### src/rtl/nota_serial_tx.sv
// UART 8N1 transmitter reporting game events (note a..d, win 'W', ready 'R') to the PC.
// Edge-detected events are arbitrated into a 4-entry FIFO and shifted out LSB first.
module nota_serial_tx #(
    parameter int unsigned CLK_HZ       = 50_000_000,
    parameter int unsigned BAUD         = 9600,
    parameter int unsigned CLKS_PER_BIT = CLK_HZ / BAUD
) (
    input  logic       clk,
    input  logic       reset,
    input  logic [2:0] notaSalida,
    input  logic       resultado,
    input  logic       juegoListo,
    output logic       tx,
    output logic       busy,
    output logic       overflow
);

    localparam int unsigned CNT_W      = (CLKS_PER_BIT > 1) ? $clog2(CLKS_PER_BIT) : 1;
    localparam int unsigned FIFO_DEPTH = 4;
    localparam int unsigned PTR_W      = 2;
    localparam int unsigned WAIT_W     = 4;
    localparam int unsigned NSRC       = 3;
    localparam logic [CNT_W-1:0] CNT_LAST = CNT_W'(CLKS_PER_BIT - 1);

    typedef enum logic [1:0] {S_IDLE, S_START, S_DATA, S_STOP} state_e;

    logic [2:0]        nota_prev_q;
    logic              res_prev_q, listo_prev_q;
    logic [NSRC-1:0]   pend_q, pend_d;
    logic [WAIT_W-1:0] wait_q [NSRC];
    logic [WAIT_W-1:0] wait_d [NSRC];
    logic [7:0]        note_byte_q, note_byte_d;
    logic              overflow_q, overflow_d;

    logic [7:0]        mem_q [FIFO_DEPTH];
    logic [PTR_W-1:0]  wr_ptr_q, rd_ptr_q;
    logic [2:0]        count_q, count_d;

    state_e            state_q, state_d;
    logic [CNT_W-1:0]  cnt_q, cnt_d;
    logic [2:0]        idx_q, idx_d;
    logic [7:0]        shift_q, shift_d;
    logic              tx_q, tx_d;
    logic              busy_q, busy_d;

    logic              note_ev_c;
    logic [NSRC-1:0]   ev_c, grant_c, drop_c;
    logic              fifo_full_c, push_c, pop_c;
    logic [7:0]        push_data_c;

    // Event detection and pending/arbitration; bit 0 = note (highest priority), 1 = win, 2 = ready.
    always_comb begin
        note_ev_c   = (notaSalida >= 3'd1) && (notaSalida <= 3'd4) && (notaSalida != nota_prev_q);
        ev_c        = {juegoListo & ~listo_prev_q, resultado & ~res_prev_q, note_ev_c};
        fifo_full_c = (count_q == 3'(FIFO_DEPTH));
        grant_c     = fifo_full_c ? '0 : (pend_q & NSRC'(~pend_q + NSRC'(1)));
        push_c      = |grant_c;
        push_data_c = grant_c[0] ? note_byte_q : (grant_c[1] ? 8'd87 : 8'd82);
        note_byte_d = note_ev_c ? 8'(8'd96 + 8'(notaSalida)) : note_byte_q;
        pend_d      = pend_q;
        drop_c      = '0;
        for (int i = 0; i < int'(NSRC); i++) begin
            wait_d[i] = '0;
            drop_c[i] = pend_q[i] & fifo_full_c & (wait_q[i] == {WAIT_W{1'b1}});
            if (pend_q[i] && fifo_full_c && !drop_c[i]) begin
                wait_d[i] = wait_q[i] + WAIT_W'(1);
            end
            pend_d[i] = (pend_q[i] & ~grant_c[i] & ~drop_c[i]) | ev_c[i];
        end
        overflow_d = overflow_q | (|drop_c);
    end

    // TX framing FSM: next state, shift control and next line level.
    always_comb begin
        state_d = state_q;
        cnt_d   = cnt_q;
        idx_d   = idx_q;
        shift_d = shift_q;
        tx_d    = tx_q;
        pop_c   = 1'b0;
        unique case (state_q)
            S_IDLE: begin
                tx_d  = 1'b1;
                cnt_d = '0;
                if (count_q != 3'd0) begin
                    pop_c   = 1'b1;
                    shift_d = mem_q[rd_ptr_q];
                    state_d = S_START;
                    tx_d    = 1'b0;
                end
            end
            S_START: begin
                if (cnt_q == CNT_LAST) begin
                    state_d = S_DATA;
                    cnt_d   = '0;
                    idx_d   = 3'd0;
                    tx_d    = shift_q[0];
                end else begin
                    cnt_d = cnt_q + CNT_W'(1);
                end
            end
            S_DATA: begin
                if (cnt_q == CNT_LAST) begin
                    cnt_d = '0;
                    if (idx_q == 3'd7) begin
                        state_d = S_STOP;
                        tx_d    = 1'b1;
                    end else begin
                        idx_d = idx_q + 3'd1;
                        tx_d  = shift_q[idx_q + 3'd1];
                    end
                end else begin
                    cnt_d = cnt_q + CNT_W'(1);
                end
            end
            S_STOP: begin
                tx_d = 1'b1;
                if (cnt_q == CNT_LAST) begin
                    state_d = S_IDLE;
                    cnt_d   = '0;
                end else begin
                    cnt_d = cnt_q + CNT_W'(1);
                end
            end
            default: state_d = S_IDLE;
        endcase
        count_d = count_q + 3'(push_c) - 3'(pop_c);
        busy_d  = (state_d != S_IDLE) || (count_d != 3'd0) || (|pend_q);
    end

    always_ff @(posedge clk) begin
        if (!reset) begin
            nota_prev_q  <= '0;
            res_prev_q   <= 1'b0;
            listo_prev_q <= 1'b0;
            pend_q       <= '0;
            for (int i = 0; i < int'(NSRC); i++) wait_q[i] <= '0;
            note_byte_q  <= '0;
            overflow_q   <= 1'b0;
            wr_ptr_q     <= '0;
            rd_ptr_q     <= '0;
            count_q      <= '0;
            state_q      <= S_IDLE;
            cnt_q        <= '0;
            idx_q        <= '0;
            shift_q      <= '0;
            tx_q         <= 1'b1;
            busy_q       <= 1'b0;
        end else begin
            nota_prev_q  <= notaSalida;
            res_prev_q   <= resultado;
            listo_prev_q <= juegoListo;
            pend_q       <= pend_d;
            for (int i = 0; i < int'(NSRC); i++) wait_q[i] <= wait_d[i];
            note_byte_q  <= note_byte_d;
            overflow_q   <= overflow_d;
            wr_ptr_q     <= wr_ptr_q + PTR_W'(push_c);
            rd_ptr_q     <= rd_ptr_q + PTR_W'(pop_c);
            count_q      <= count_d;
            state_q      <= state_d;
            cnt_q        <= cnt_d;
            idx_q        <= idx_d;
            shift_q      <= shift_d;
            tx_q         <= tx_d;
            busy_q       <= busy_d;
        end
    end

    // FIFO storage needs no reset; occupancy is tracked by count_q.
    always_ff @(posedge clk) begin
        if (push_c) mem_q[wr_ptr_q] <= push_data_c;
    end

    assign tx       = tx_q;
    assign busy     = busy_q;
    assign overflow = overflow_q;

endmodule
### config.mk
export PLATFORM = sky130hd
export DESIGN_NAME = nota_serial_tx
export DESIGN_NICKNAME = d
export VERILOG_FILES = /design/src/rtl/nota_serial_tx.sv
export SDC_FILE = /design/constraint.sdc
export NUM_CORES = 1
export LEC_CHECK = 0
export CORE_MARGIN = 2
export CORE_UTILIZATION = 60
export CTS_BUF_LIST = sky130_fd_sc_hd__clkbuf_4 sky130_fd_sc_hd__clkbuf_8 sky130_fd_sc_hd__clkbuf_16
export CTS_CLUSTER_SIZE = 24
export DETAILED_ROUTE_END_ITERATION = 16
export HOLD_SLACK_MARGIN = 0.12
export PLACE_DENSITY = 0.84
export RECOVER_POWER = 50
export SETUP_SLACK_MARGIN = 0.3
export SLEW_MARGIN = 0
export SYNTH_ARGS = -nofsm -noshare
export SYNTH_HDL_FRONTEND = slang
export SYNTH_SLANG_ARGS = --single-unit
### constraint.sdc
create_clock -name clk -period 3.8 [get_ports clk]
set_clock_uncertainty 0.15 [all_clocks]
set_input_delay 0.76 -clock clk [delete_from_list [all_inputs] [get_ports clk]]
set_output_delay 0.76 -clock clk [all_outputs]
set_load 0.005 [all_outputs]
==> PnR_summary.wiki <==
{| class="wikitable"
! Metric !! Value
|-
| Result of the run || finished clean
|-
| Accumulated negative setup slack || 0 ns
|-
| Drt via density || 5.59
|-
| Post-Syn Area per Cell || 10.8 sq um
|-
| Filler cell count in the final layout || 426
|-
| Static leakage || 1.31 nW
|-
| Chip width || 79.8 um
|-
| Endpoint required time on the critical path || 3.89 ns
|-
| Skew-Pair Late Insertion Delay || 0.35 ns
|-
| Clock network fraction of design power || 0.285
|-
| Fin. max-slew vios || 0
|-
| Wirelength per Cell || 14.0 um
|-
| Gr usage total || 0.206
|-
| Max FO, Critical Path || 22
|-
| Least-Margin Pin Slew || 1.04 ns
|-
| CTS Hold Bufs || 0
|-
| CTS tree || done
|-
| Net count after synthesis || 334
|-
| Final layout net count || 346
|-
| Fraction of the core area covered by cells at the end of the flow || 0.685
|-
| Maximum root-to-sink buffer count || 2
|-
| Synth Instances || 318
|-
| Max-capacitance violation count || 0
|-
| Power share of the combinational group || 0.213
|-
| Area contributors post-synth || dfxtp_1, edfxtp_1, nor2_1
|-
| Power density over cell area || 583 nW/um^2
|-
| Setup crit end kind || flop
|-
| Data arrival time of the critical path || 3.08 ns
|-
| VDD IR-drop max || 0.292 mV
|-
| Wire length of the first global-routing pass || 9.92 mm
|-
| Initial cell density of the core || 0.622
|-
| Setup violators final || 0
|-
| Count of input and output buffers || 9
|-
| CTS resizes || 0
|-
| Number of vias after detailed routing || 2274
|-
| # DRC || 0
|-
| Primary FF master, synth || dfxtp_1
|-
| Cell type with the highest aggregate area in the netlist || dfxtp_1
|-
| Detailed Routing Iterations Pass 1 || 4
|-
| Setup repair after global routing missed its margin || no
|-
| Share of final-layout standard cells stronger than drive strength 1 || 0.0985
|-
| Overflow after GRT || 0
|-
| Yosys reg bits || 82
|-
| Sequential cell area fraction in the yosys report || 0.546
|-
| Layout Cell Area excl Fill || 3790 sq um
|-
| Initial antenna violation count || 0
|-
| Area growth from synthesis to layout || 10.0%
|-
| Number of global-route vias before repair || 2284
|-
| Power Internal || 1.57 mW
|-
| Remaining antenna violation count || 0
|-
| Placement-stage cell area || 3600 sq um
|-
| Type of the most critical hold path || flop to flop
|-
| Core ar. || 5540 sq um
|-
| Total inserted antenna cells || 0
|-
| Switching part of the total power || 0.291
|-
| Normalized max-slew margin || 0.304
|-
| Net Sw Power || 642 uW
|-
| Total of warnings raised by yosys || 0
|-
| Kind of start point of the critical path || input port
|-
| Synth async-reset ratio || 0
|-
| Initial DRC count || 84
|-
| Post-synth top area share || 0.337
|-
| Buffers & Inverters on Critical Path || 3
|-
| Area of the die || 6370 sq um
|-
| Critical path's slowest cell || clkinv_1
|-
| Routability-driven placement congestion ratio || 0.777
|-
| Start-to-end type of the worst setup path || input port to flop
|-
| Kind of cell with the highest combined delay on the critical path || buffers and inverters
|-
| Post-DP HPWL || 4.01 mm
|-
| Period utilization || 0.786
|-
| Number of synthesized flops with an enable pin || 24
|-
| Clk sinks || 82
|-
| Final-report hold violation count || 0
|-
| Worst-path cell chain || dlygate4sd3_1, clkbuf_1, clkinv_1, nor2_1, a32oi_1
|-
| Mapped Area || 3450 sq um
|-
| Fmax achieved || 335 MHz
|-
| Y dimension of the die || 79.8 um
|-
| FP Rows || 27
|-
| Clock slew seen by the registers of the worst setup and hold paths || 0.08 ns
|-
| Maximum number of pins on one net before global-route repair || 23
|-
| Final Critical Period || 2.99 ns
|-
| Yosys cell types || 50
|-
| Clock buffer count from CTS || 9
|-
| Part of the power in registers || 0.502
|-
| Root cell of the clock tree || clkbuf_8
|-
| Final wirelength || 5.69 mm
|-
| I/O pin total || 10
|-
| Postcts setup bufs || 0
|-
| Worst path max stage delay || 0.75 ns
|-
| # H-tree levels || 3
|}
-- power groups by stage --
stage               Clock [mW]  Sequential (mW)  Combinational (mW)
floorplan                    0             1.09               0.392
global route             0.681             1.13               0.523
detailed placement           0             1.13               0.474
global placement             0             1.13               0.451
CTS                      0.644             1.11               0.477
finish                   0.630             1.11               0.470
-- kinds of logic after synthesis --
family / count (synthesis) / synth area share
compound gates: 28 / 0.0591
xor+xnor: 26 / 0.0660
fa+ha+maj: 9 / 0.0348
buf+inv: 22 / 0.0254
flops: 82 / 0.546
mux: 16 / 0.0682
simple gates: 135 / 0.201
-- cell type report --
cell class | instances | area, sq um | area share
clock buffers | 9 | 124 | 0.0327
well taps | 72 | 90.1 | 0.0237
multi-input cells | 214 | 1470 | 0.389
flip-flops and latches | 82 | 1880 | 0.496
repair buffers | 11 | 101 | 0.0267
clock inverters | 7 | 77.6 | 0.0204
inverters | 12 | 45.0 | 0.0119
-- Yosys cell counts (2+ instances only) --
cell / instances
and2_1: 8
a31oi_1: 3
ha_1: 8
nor3b_1: 2
nand4_1: 7
mux4_2: 6
or2_1: 3
nor3_1: 8
nor2_1: 48
nand2_1: 21
nor2b_1: 2
or2_2: 2
edfxtp_1: 24
o211ai_1: 3
dfxtp_1: 58
xor2_1: 7
a31o_2: 3
nand2b_1: 3
clkbuf_1: 5
nand3_1: 15
or3b_1: 2
buf_2: 4
or3_1: 2
inv_1: 11
xnor2_1: 19
o22ai_1: 2
and3_1: 2
a21oi_1: 7
nor4_1: 3
mux2i_1: 10
-- worst paths after layout --
path                      from           end  slack (ns)  depth (start not counted)
setup / recovery         reset            tx        0.81                          5
hold / removal    wait_q[0][0]  wait_q[0][0]        0.30                          1
setup reg to reg    count_q[2]          busy        1.24                          9
hold reg to reg   wait_q[0][0]  wait_q[0][0]        0.30                          1
-- placed cells by master, fill, tap and decap left out, drive strengths merged, types with 4 or more instances in the layout --
| master | n |
|---|---|
| clkdlybuf4s50 | 8 |
| clkbuf | 10 |
| inv | 13 |
| dfxtp | 58 |
| edfxtp | 24 |
| or2 | 5 |
| xnor2 | 19 |
| nand3 | 15 |
| a21oi | 8 |
| mux2i | 10 |
| nor2 | 48 |
| nand2 | 21 |
| clkinv | 4 |
| nand4 | 7 |
| mux4 | 6 |
| nor3 | 8 |
| ha | 8 |
| and2 | 8 |
| xor2 | 7 |
-- stage by stage --
stage / cells / worst slack, ns / hold WS [ns] / power, mW
after floorplan: 318 / 1.40 / 0.267 / 1.48
after detailed placement: 391 / 1.24 / 0.287 / 1.61
after global placement: 391 / 1.29 / 0.278 / 1.58
after CTS: 407 / 1.23 / 0.303 / 2.23
after global routing: 407 / 0.592 / 0.317 / 2.33
final: 407 / 0.811 / 0.296 / 2.21
-- metal layers --
metal	part of all wire	routed length, um	GRT usage	up-vias
met4	0.020	116	0.0966	0
met5	0	0	0	-
met1	0.46	2630	0.247	1093
met3	0.033	186	0.0611	12
li1	-	-	-	1142
met2	0.48	2750	0.340	27
-- registers in the layout, indices dropped and copies added (netlist names) --
name	cells
cnt_q	13
listo_prev_q	1
note_byte_q	4
res_prev_q	1
tx	1
pend_q	3
wait_q	12
rd_ptr_q	2
overflow	1
wr_ptr_q	2
shift_q	6
state_q	2
count_q	3
nota_prev_q	3
mem_q	24
busy	1
idx_q	3
Note: power is estimated with default switching activity, not from simulation.
